**src/rtl/seg_wr_arb_pkg.sv**
```systemverilog
// Shared constants and encodings for the segment-register write arbiter.
// The segment index encoding is also used by the decoder.
package seg_wr_arb_pkg;

    localparam int SEG_CNT   = 8;
    localparam int SEG_W     = 16;
    localparam int SEG_IDX_W = 3;
    localparam int CNT_W     = 2;

    localparam logic [CNT_W-1:0] CNT_MAX = 2'd3;

    typedef enum logic [SEG_IDX_W-1:0] {
        ES = 3'd0,
        CS = 3'd1,
        SS = 3'd2,
        DS = 3'd3,
        FS = 3'd4,
        GS = 3'd5
    } seg_idx_e;

    typedef enum logic {
        GRANT_A = 1'b0,
        GRANT_B = 1'b1
    } grant_e;

endpackage

```
**src/rtl/seg_pend_cnt.sv**
```systemverilog
// Saturating 2-bit pending-write counter for one segment register.
// Simultaneous inc and dec cancel; dec at zero is ignored.
module seg_pend_cnt
    import seg_wr_arb_pkg::*;
(
    input  logic             clk,
    input  logic             rst_n,
    input  logic             inc,
    input  logic             dec,
    input  logic             clr,
    output logic [CNT_W-1:0] count
);

    always_ff @(posedge clk) begin
        if (!rst_n || clr) begin
            count <= '0;
        end else if (inc && !dec && count != CNT_MAX) begin
            count <= count + 1'b1;
        end else if (dec && !inc && count != '0) begin
            count <= count - 1'b1;
        end
    end

endmodule

```
**src/rtl/seg_wr_arb.sv**
```systemverilog
// Round-robin arbiter for two segment-register write sources with a registered
// write port and a per-register pending-write scoreboard.
module seg_wr_arb
    import seg_wr_arb_pkg::*;
(
    input  logic                 clk,
    input  logic                 rst_n,
    input  logic                 flush,
    input  logic                 a_valid,
    input  logic [SEG_IDX_W-1:0] a_reg,
    input  logic [SEG_W-1:0]     a_data,
    output logic                 a_ready,
    input  logic                 b_valid,
    input  logic [SEG_IDX_W-1:0] b_reg,
    input  logic [SEG_W-1:0]     b_data,
    output logic                 b_ready,
    input  logic                 alloc_valid,
    input  logic [SEG_IDX_W-1:0] alloc_reg,
    output logic                 alloc_ready,
    input  logic                 rd_valid,
    input  logic [SEG_IDX_W-1:0] rd_seg1,
    input  logic [SEG_IDX_W-1:0] rd_seg2,
    output logic                 rd_stall,
    output logic [SEG_CNT-1:0]   busy,
    output logic                 wr_en,
    output logic [SEG_IDX_W-1:0] wr_reg,
    output logic [SEG_W-1:0]     wr_data
);

    grant_e             last_grant;
    logic               grant_a;
    logic               grant_b;
    logic               dec_alloc;
    logic [CNT_W-1:0]   cnt [SEG_CNT];
    logic [SEG_CNT-1:0] inc;
    logic [SEG_CNT-1:0] dec;

    // A wins a tie only when B took the previous grant; nothing is granted in reset.
    always_comb begin
        grant_a = 1'b0;
        grant_b = 1'b0;
        if (rst_n) begin
            if (a_valid && (!b_valid || last_grant == GRANT_B)) begin
                grant_a = 1'b1;
            end else if (b_valid) begin
                grant_b = 1'b1;
            end
        end
    end

    assign a_ready = grant_a;
    assign b_ready = grant_b;

    always_ff @(posedge clk) begin
        if (!rst_n) begin
            last_grant <= GRANT_B;
        end else if (grant_a) begin
            last_grant <= GRANT_A;
        end else if (grant_b) begin
            last_grant <= GRANT_B;
        end
    end

    always_ff @(posedge clk) begin
        if (!rst_n) begin
            wr_en   <= 1'b0;
            wr_reg  <= '0;
            wr_data <= '0;
        end else begin
            wr_en <= grant_a || grant_b;
            if (grant_a) begin
                wr_reg  <= a_reg;
                wr_data <= a_data;
            end else if (grant_b) begin
                wr_reg  <= b_reg;
                wr_data <= b_data;
            end
        end
    end

    // A full counter can still take an alloc when its pending write commits this cycle.
    assign dec_alloc   = wr_en && (wr_reg == alloc_reg);
    assign alloc_ready = rst_n && !((cnt[alloc_reg] == CNT_MAX) && !dec_alloc);

    always_comb begin
        inc = '0;
        dec = '0;
        for (int i = 0; i < SEG_CNT; i++) begin
            inc[i] = alloc_valid && alloc_ready && (alloc_reg == SEG_IDX_W'(i));
            dec[i] = wr_en && (wr_reg == SEG_IDX_W'(i));
        end
    end

    for (genvar i = 0; i < SEG_CNT; i++) begin : g_cnt
        seg_pend_cnt u_cnt (
            .clk   (clk),
            .rst_n (rst_n),
            .inc   (inc[i]),
            .dec   (dec[i]),
            .clr   (flush),
            .count (cnt[i])
        );
        assign busy[i] = (cnt[i] != '0);
    end

    assign rd_stall = rd_valid && (busy[rd_seg1] || busy[rd_seg2]);

endmodule

```
**config.mk**
```make
export PLATFORM = sky130hd
export DESIGN_NAME = seg_wr_arb
export DESIGN_NICKNAME = d
export VERILOG_FILES = /design/src/rtl/seg_wr_arb_pkg.sv /design/src/rtl/seg_pend_cnt.sv /design/src/rtl/seg_wr_arb.sv
export SDC_FILE = /design/constraint.sdc
export NUM_CORES = 1
export LEC_CHECK = 0
export ABC_AREA = 1
export BUFFER_PORTS_ARGS = -buffer_cell sky130_fd_sc_hd__buf_2
export CAP_MARGIN = 5
export CELL_PAD_IN_SITES_DETAIL_PLACEMENT = 0
export CELL_PAD_IN_SITES_GLOBAL_PLACEMENT = 1
export CORE_ASPECT_RATIO = 0.6
export CORE_MARGIN = 10
export CORE_UTILIZATION = 30
export CTS_BUF_LIST = sky130_fd_sc_hd__clkbuf_4
export DETAILED_ROUTE_END_ITERATION = 16
export GPL_TIMING_DRIVEN = 0
export PLACE_DENSITY_LB_ADDON = 0.05
export SLEW_MARGIN = 15
export SYNTH_ARGS = -nofsm -noshare
export SYNTH_HDL_FRONTEND = slang
export SYNTH_SLANG_ARGS = --single-unit
```
**constraint.sdc**
```tcl
create_clock -name clk -period 2.3 [get_ports clk]
set_clock_uncertainty 0.15 [all_clocks]
set_input_delay 0.345 -clock clk [delete_from_list [all_inputs] [get_ports clk]]
set_output_delay 0.345 -clock clk [all_outputs]
set_load 0.02 [all_outputs]
```
==> impl_metrics.env, run 1 <==
export IMPL_status="completed"
export IMPL_hold_class="primary input to flop"
export IMPL_gr_total_overflow=0
export IMPL_drc=0
export IMPL_grt_pass1_wl_mm=13.83
export IMPL_ys_seq_area_share_pct=30.55
export IMPL_area_growth_pct=27.04
export IMPL_post_place_ws_ps=118.4
export IMPL_initial_core_util_pct=30.76
export IMPL_tns_ps=0
export IMPL_vias=2723
export IMPL_ios=86
export IMPL_clk_transition_reported_paths_ps=130
export IMPL_final_cell_mix="nand2_1 (90), buf_2 (84), nor2_1 (52)"
export IMPL_start_kind="flop"
export IMPL_synth_area_per_cell_um2=6.250
export IMPL_path_max_fanout=4
export IMPL_syn_area_mm2=0.002425
export IMPL_worstReg2RegStart="wr_reg[0]$_SDFFE_PN0P_"
export IMPL_totalWireLength_mm=8.661
export IMPL_power_density_mw_per_mm2=504.0
export IMPL_ctsHtreeMaxLevel=2
export IMPL_clock_path_buffers=2
export IMPL_placed_cells=578
export IMPL_finalCritPeriodShare_pct=94.25
export IMPL_place_gp_congestion=0.8068
export IMPL_grt_pass1_vias=2655
export IMPL_dp_hpwl_mm=7.053
export IMPL_cts_sinks=37
export IMPL_antenna_found_initial=0
export IMPL_final_common_cell="nand2_1"
export IMPL_synth_warning_count=0
export IMPL_grt_usage_pct=14.47
export IMPL_synthCells=388
export IMPL_io_buffers=82
export IMPL_arrival_ps=1670
export IMPL_fin_ws_ps=132.3
export IMPL_drt_initial_drc_count=198
export IMPL_hold_path_endpoint="wr_data[15]$_SDFFE_PN0P_"
export IMPL_finalNetCount=530
export IMPL_syn_nets=442
export IMPL_insertion_delay_ps=370
export IMPL_min_period_ps=2168
export IMPL_r2r_end="g_cnt[0].u_cnt.count[0]$_SDFFE_PP0P_"
export IMPL_fillers=902
export IMPL_slew_viol_final=0
export IMPL_critical_path_required_ps=1800
export IMPL_drtAntennaViolNets=0
export IMPL_synth_distinct_cells=24
export IMPL_rows=25
export IMPL_drive_gt1_share_pct=31.03
export IMPL_cts_buffers=5
export IMPL_r2r_worst_path_cells=10
export IMPL_total_power_mw=1.553
export IMPL_synth_seq_cells=37
export IMPL_peakVddDrop_mv=0.3365
export IMPL_hold_depth=3
export IMPL_hold_violations=0
export IMPL_die_area_mm2=0.01220
export IMPL_rrSetupSlack_ps=480
export IMPL_cts_hold_buf=0
export IMPL_setup_viol=0
export IMPL_post_drt_wl_per_cell_um=14.81
export IMPL_n_antenna_cell=0
export IMPL_slew_headroom_pct=49.99
export IMPL_fp_dieH_um=89.64
export IMPL_max_freq_mhz=461.3
export IMPL_routed_via_density=4.655
export IMPL_cts_tree="yes"
export IMPL_dr_pass1_iters=4
export IMPL_root_buffer="clkbuf_4"
export IMPL_crit_type="flop to output pin"
export IMPL_dieWidth_um=136.1
export IMPL_rsz0062_at_grt="true"
export IMPL_layout_cells_non_filler=585
export IMPL_leakagePower_nw=1.483
export IMPL_hp_start="a_data[15]"
export IMPL_grt_max_degree=14
export IMPL_max_cap_viol_count=0
export IMPL_core_area_mm2=0.007883
export IMPL_tightest_slew_ps=747.3
export IMPL_cp_end_kind="output pin"
routing by layer:
metal  share of wire, %  GRT usage (%)  up-vias
met1                 50          20.13     1214
met2                 42          22.06       64
li1                   -              -     1440
met4               0.61          2.599        0
met5                  0              0        -
met3                7.3          3.889        5
metrics by stage:
| stage | area, um2 | util (%) | hold slack (ps) |
|---|---|---|---|
| 5_1_grt | 3080 | 39.08 | 43.97 |
| 6_report | 3080 | 39.08 | 53.50 |
| 2_1_floorplan | 2425 | - | 320.2 |
| 3_3_place_gp | 2970 | 37.68 | 310.7 |
| 3_5_place_dp | 2970 | 37.68 | 323.7 |
| 4_1_cts | 3054 | 38.75 | 40.60 |
report_power, final:
group | total (mW) | internal (mW) | switching (mW)
Clock | 0.493 | 0.230 | 0.263
Combinational | 0.357 | 0.126 | 0.232
Sequential | 0.703 | 0.679 | 0.0233
Total | 1.55 | 1.04 | 0.518
worst max-delay path by stage:
| stage | start | endpoint | cells past startpoint |
|---|---|---|---|
| global route | g_cnt[6].u_cnt.count[0]$_SDFFE_PP0P_ | rd_stall | 7 |
| detailed placement | rst_n | alloc_ready | 6 |
| finish | g_cnt[4].u_cnt.count[1]$_SDFFE_PP0P_ | rd_stall | 7 |
| floorplan | g_cnt[0].u_cnt.count[0]$_SDFFE_PP0P_ | rd_stall | 6 |
| CTS | g_cnt[7].u_cnt.count[0]$_SDFFE_PP0P_ | rd_stall | 7 |
| global placement | rst_n | alloc_ready | 6 |
timing repair:
item	in CTS	in global routing
resized for setup	0	25
buffers inserted	0	0
setup endpoints to repair	0	3
final cells by class:
| class | count | area (um2) | share of cell area [%] |
|---|---|---|---|
| sequential | 37 | 759.5 | 24.65 |
| inverter | 55 | 206.4 | 6.702 |
| tap | 108 | 135.1 | 4.387 |
| clock inverter | 3 | 46.29 | 1.503 |
| buffer | 13 | 67.56 | 2.193 |
| timing repair buffer | 82 | 410.4 | 13.32 |
| clock buffer | 5 | 37.54 | 1.219 |
| multi-input combinational | 282 | 1418 | 46.02 |
kinds of logic after synthesis:
logic type	after synthesis	synth area share, %
compound gates	91	22.19
buf+inv	69	11.40
flops	37	30.55
simple gates	191	35.86
cell usage after synthesis, drive strengths merged:
library cell | instances | area (um2)
nand3 | 20 | 165.2
o21bai | 1 | 7.510
o211ai | 1 | 7.510
buf | 4 | 32.53
a31oi | 5 | 31.28
o221ai | 8 | 70.07
o22ai | 2 | 12.51
a21oi | 31 | 155.2
a211oi | 3 | 22.52
o21a | 8 | 60.06
nor2 | 64 | 260.3
dfxtp | 37 | 740.7
nand4 | 8 | 50.05
inv | 55 | 206.5
clkbuf | 10 | 37.54
o21ai | 29 | 145.1
a31o | 3 | 26.28
nand2 | 99 | 394.1
worst max-delay path: stages (launching register included):
cell	delay (ps)
dfxtp_1	420
nor2_1	70
inv_1	130
nor2_1	60
a211oi_1	180
o21ai_0	100
a31oi_1	170
buf_2	190
(Power assumes the default switching activity.)
==> run 2: changes to the inputs <==
==> constraint.sdc (replaced) <==
create_clock -name clk -period 2.1 [get_ports clk]
set_clock_uncertainty 0.15 [all_clocks]
set_input_delay 0.315 -clock clk [delete_from_list [all_inputs] [get_ports clk]]
set_output_delay 0.315 -clock clk [all_outputs]
set_load 0.02 [all_outputs]
==> run 2 against run 1 <==
Net effect:
- die area unchanged
- count of clock-buffer cells in the layout did not move
- critical path depth unchanged
- core utilization rose by 2.3 points
- highest routed layer unchanged
- critical path type unchanged
- flip-flop and latch count stayed put
- final area up 5.8%
- sequential share of layout area decreased by 0.13 points
- worst setup slack lost 84 ps
- clock power rose by 8.7%
- wire length grew 1.2%
- first-iteration DRC count shrank 29%
==> impl_metrics.env, run 2 (synthesized netlist as in run 1, its figures left out) <==
export IMPL_status="completed"
export IMPL_root_buffer="clkbuf_4"
export IMPL_max_freq_mhz=487.3
export IMPL_min_period_ps=2052
export IMPL_peakVddDrop_mv=0.3604
export IMPL_fin_hold_ws_ps=19.71
export IMPL_arrival_ps=1590
export IMPL_ios=86
export IMPL_dr_wl_met3_um=543
export IMPL_die_area_mm2=0.01220
export IMPL_core_area_mm2=0.007883
export IMPL_grt_usage_pct=14.51
export IMPL_ctsHtreeMaxLevel=2
export IMPL_final_common_cell="nand2_1"
export IMPL_leakagePower_nw=1.512
export IMPL_tightest_slew_ps=720.6
export IMPL_cts_sinks=37
export IMPL_grt_pass1_vias=2653
export IMPL_wl_met1_mm=4.465
export IMPL_dp_hpwl_mm=7.053
export IMPL_cts_tree="yes"
export IMPL_fp_dieH_um=89.64
export IMPL_finalNetCount=534
export IMPL_area_growth_pct=34.42
export IMPL_rsz0062_at_grt="true"
export IMPL_rows=25
export IMPL_dr_pass1_iters=5
export IMPL_power_density_mw_per_mm2=521.4
export IMPL_dr_wl_met2_mm=3.702
export IMPL_max_cap_viol_count=0
export IMPL_drt_initial_drc_count=141
export IMPL_drc=0
export IMPL_post_place_ws_ps=-21.57
export IMPL_final_util_pct=41.35
export IMPL_hold_violations=0
export IMPL_n_antenna_cell=0
export IMPL_setup_viol=0
export IMPL_place_gp_congestion=0.8068
export IMPL_vias=2737
export IMPL_antenna_found_initial=0
export IMPL_gr_total_overflow=0
export IMPL_finalCritPeriodShare_pct=97.72
export IMPL_grt_pass1_wl_mm=13.84
export IMPL_totalWireLength_mm=8.765
export IMPL_path_max_fanout=4
export IMPL_final_cell_mix="nand2_1 (85), buf_2 (82), nor2_1 (49)"
export IMPL_clk_transition_reported_paths_ps=130
export IMPL_crit_type="flop to output pin"
export IMPL_post_drt_wl_per_cell_um=14.88
export IMPL_io_buffers=82
export IMPL_cp_end_kind="output pin"
export IMPL_hold_class="primary input to flop"
export IMPL_cts_buffers=5
export IMPL_dieWidth_um=136.1
export IMPL_critical_path_required_ps=1630
export IMPL_grt_max_degree=14
export IMPL_tns_ps=0
export IMPL_insertion_delay_ps=370
export IMPL_fillers=874
export IMPL_slew_viol_final=0
export IMPL_fin_ws_ps=47.91
export IMPL_drtAntennaViolNets=0
export IMPL_start_kind="flop"
export IMPL_initial_core_util_pct=30.76
export IMPL_clock_path_buffers=2
export IMPL_top_layer_used="met4"
export IMPL_slew_headroom_pct=51.78
export IMPL_drive_gt1_share_pct=37.63
export IMPL_routed_via_density=4.647
run 2: cell count changes in the layout (fill, tap and decap cells not counted), sizes merged:
cell	change
clkinvlp	+1
inv	-1
buf	+4
run 2: final cells by class:
type	count	area, um2	share of cell area (%)
multi-input combinational	282	1511	46.37
sequential	37	799.5	24.53
timing repair buffer	86	445.4	13.67
inverter	55	215.2	6.603
tap	108	135.1	4.146
buffer	13	68.82	2.111
clock inverter	3	46.29	1.420
clock buffer	5	37.54	1.152
run 2: path summary, 6_finish.rpt:
path | start | end | slack (ps) | depth (start not counted)
max | g_cnt[6].u_cnt.count[0]$_SDFFE_PP0P_ | rd_stall | 50 | 7
min | a_data[15] | wr_data[15]$_SDFFE_PN0P_ | 20 | 3
max reg2reg | g_cnt[2].u_cnt.count[0]$_SDFFE_PP0P_ | g_cnt[4].u_cnt.count[0]$_SDFFE_PP0P_ | 190 | 13
min reg2reg | wr_data[1]$_SDFFE_PN0P_ | wr_data[1]$_SDFFE_PN0P_ | 340 | 2
run 2: report_power, final:
part / internal (mW) / leakage (nW) / switching, mW
registers: 0.728 / 0.317 / 0.0261
logic: 0.146 / 1.15 / 0.263
clock network: 0.252 / 0.0414 / 0.284
total: 1.13 / 1.51 / 0.573
run 2: routing by layer:
layer	track usage, %	up-vias
met2	22.10	49
met1	20.19	1230
met3	3.889	5
li1	-	1453
met5	0	-
met4	2.599	0
run 2: metrics by stage:
stage / instances / area (um2) / power [mW]
2_1_floorplan: 388 / 2425 / 1.017
3_3_place_gp: 578 / 2970 / 1.177
3_5_place_dp: 578 / 2970 / 1.179
4_1_cts: 585 / 3088 / 1.724
5_1_grt: 589 / 3259 / 1.813
6_report: 589 / 3259 / 1.700
run 2: critical path, stage by stage, from the launching register on:
cell     delay [ps]
dfxtp_4         380
nor2_2          160
inv_2            80
o21ai_2         130
a21oi_2          60
o21ai_1         140
a31oi_1          90
buf_4           160
run 2: timing repair:
item / in CTS / in global routing
buffers inserted: 0 / 4
setup endpoints to repair: 4 / 3
hold buffers: 0 / 0
pin swaps: 1 / 11
resized for setup: 26 / 56
==> run 3: changes to the inputs <==
==> constraint.sdc (replaced) <==
create_clock -name clk -period 2.1 [get_ports clk]
set_clock_uncertainty 0.15 [all_clocks]
set_input_delay 0.21 -clock clk [delete_from_list [all_inputs] [get_ports clk]]
set_output_delay 0.21 -clock clk [all_outputs]
set_load 0.02 [all_outputs]
==> run 3 against run 2 <==
Net effect:
- largest cell class unchanged
- cell count up 4.4%
- largest power group unchanged
- core utilization rose by 1.6 points
- worst setup slack improved by 23 ps
==> impl_metrics.env, run 3 (synthesized netlist as in run 1, its figures left out) <==
export IMPL_status="completed"
export IMPL_grt_usage_pct=15.27
export IMPL_hold_class="primary input to flop"
export IMPL_grt_max_degree=14
export IMPL_final_cell_mix="nand2_1 (90), buf_2 (85), nor2_1 (52)"
export IMPL_initial_core_util_pct=30.76
export IMPL_place_area_mm2=0.002970
export IMPL_totalWireLength_mm=9.103
export IMPL_insertion_delay_ps=370
export IMPL_io_buffers=82
export IMPL_slew_viol_final=0
export IMPL_min_period_ps=2029
export IMPL_timing_critical_path_buf_inv=2
export IMPL_swShare_pct=33.17
export IMPL_rows=25
export IMPL_max_cap_viol_count=0
export IMPL_ios=86
export IMPL_dieWidth_um=136.1
export IMPL_ctsHtreeMaxLevel=2
export IMPL_drc=0
export IMPL_critPathTopFamily="compound AO/OA/AOI/OAI gates"
export IMPL_hold_depth=4
export IMPL_rsz0062_at_grt="true"
export IMPL_hold_violations=0
export IMPL_hp_start="a_data[10]"
export IMPL_drive_gt1_share_pct=30.77
export IMPL_fp_dieH_um=89.64
export IMPL_area_growth_pct=39.63
export IMPL_p_int_mw=1.173
export IMPL_antenna_found_initial=0
export IMPL_path_max_fanout=4
export IMPL_r2r_end="wr_reg[1]$_SDFFE_PN0P_"
export IMPL_hold_path_endpoint="wr_data[10]$_SDFFE_PN0P_"
export IMPL_drtAntennaViolNets=0
export IMPL_path_cells="nor2_2, inv_2, a21oi_1, o21ai_0, a31oi_1, a31oi_1, buf_2"
export IMPL_slew_headroom_pct=49.00
export IMPL_clock_path_buffers=2
export IMPL_dr_pass1_iters=4
export IMPL_worstReg2RegStart="last_grant$_SDFFE_PN1P_"
export IMPL_core_area_mm2=0.007883
export IMPL_finalCritPeriodShare_pct=96.60
export IMPL_fin_hold_ws_ps=31.93
export IMPL_crit_type="flop to output pin"
export IMPL_vias=2862
export IMPL_grt_pass1_vias=2848
export IMPL_critical_path_required_ps=1740
export IMPL_start_kind="flop"
export IMPL_arrival_ps=1670
export IMPL_rrSetupSlack_ps=160
export IMPL_postLayoutCellArea_mm2=0.003386
export IMPL_max_stage_delay_ps=370
export IMPL_power_frac_seq_pct=43.8
export IMPL_p_sw_mw=0.5822
export IMPL_finalNetCount=560
export IMPL_clock_power_share_pct=31.0
export IMPL_cts_sinks=37
export IMPL_grt_pass1_wl_mm=14.66
export IMPL_gr_total_overflow=0
export IMPL_peakVddDrop_mv=0.3706
export IMPL_leakagePower_nw=1.615
export IMPL_max_freq_mhz=492.9
export IMPL_place_gp_congestion=0.8068
export IMPL_cts_tree="yes"
export IMPL_routed_via_density=4.654
export IMPL_drt_initial_drc_count=186
export IMPL_r2r_worst_path_cells=6
export IMPL_cts_buffers=5
export IMPL_n_antenna_cell=0
export IMPL_crit_slowest_cell="dfxtp_2"
export IMPL_post_drt_wl_per_cell_um=14.80
export IMPL_setup_viol=0
export IMPL_tightest_slew_ps=762.3
export IMPL_dp_hpwl_mm=7.053
export IMPL_worst_path_most_repeated_cell="a31oi_1"
export IMPL_share_comb_of_total_power_pct=25.2
export IMPL_die_area_mm2=0.01220
export IMPL_power_density_mw_per_mm2=518.5
export IMPL_root_buffer="clkbuf_4"
export IMPL_clk_transition_reported_paths_ps=140
export IMPL_final_common_cell="nand2_1"
export IMPL_cp_end_kind="output pin"
## run 3: cell types whose count changed in the layout (fill, tap and decap cells not counted), sizes merged
cell / change
clkbuf: -1
dlygate4sd3: +28
clkinvlp: -1
inv: +1
buf: -1
## run 3: worst min-delay path, cell delays in order
cell and delay, ps:
buf_2 90, nand2_1 50, a31o_2 140, inv_1 30
## run 3: layout make-up
type,instances,area [um2]
Buffer,13,70.07
Inverter,55,206.4
Tap cell,108,135.1
Timing Repair Buffer,112,705.7
Sequential cell,37,767.0
Clock inverter,3,46.29
Clock buffer,5,37.54
Fill cell,880,4497
Multi-Input combinational cell,282,1418
## run 3: per-layer routing
layer  vias up  global-route usage [%]  routed length, um
li1       1504                       -                  -
met1      1294                   20.68               4707
met2        55                   24.12               3896
met3         9                   3.833                409
met4         0                   2.984                 89
met5         -                       0                  0
## run 3: how the worst max path moves through the flow
stage	startpoint	end	slack, ps	depth (start not counted)
floorplan	g_cnt[0].u_cnt.count[0]$_SDFFE_PP0P_	rd_stall	400	6
global placement	alloc_reg[0]	g_cnt[0].u_cnt.count[0]$_SDFFE_PP0P_	130	14
detailed placement	alloc_reg[2]	g_cnt[4].u_cnt.count[0]$_SDFFE_PP0P_	110	11
CTS	g_cnt[4].u_cnt.count[0]$_SDFFE_PP0P_	rd_stall	7	7
global route	g_cnt[6].u_cnt.count[0]$_SDFFE_PP0P_	rd_stall	-90	7
finish	g_cnt[7].u_cnt.count[0]$_SDFFE_PP0P_	rd_stall	70	7
## run 3: what timing repair did
action,4_1_cts,5_1_grt
resized for setup,4,31
hold buffers,28,0
hold endpoints to repair,15,0
buffers inserted,0,2
endpoints found under the setup margin,2,7
pin swaps,0,1
## run 3: power groups by stage
stage / clock, mW / sequential (mW) / combinational (mW)
6_report: 0.544 / 0.770 / 0.442
5_1_grt: 0.594 / 0.775 / 0.493
4_1_cts: 0.558 / 0.769 / 0.438
3_5_place_dp: 0 / 0.784 / 0.395
3_3_place_gp: 0 / 0.783 / 0.394
2_1_floorplan: 0 / 0.828 / 0.188
## run 3: through the flow
step | instances | setup TNS, ps | setup slack (ps) | util, % | total power [mW]
after global placement | 578 | 0 | 130.6 | 37.68 | 1.177
after CTS | 614 | 0 | 6.655 | 42.38 | 1.766
after floorplan | 388 | 0 | 402.0 | - | 1.017
final | 615 | 0 | 71.34 | 42.95 | 1.755
after detailed placement | 578 | 0 | 113.7 | 37.68 | 1.179
after global routing | 615 | -89.80 | -89.80 | 42.95 | 1.862
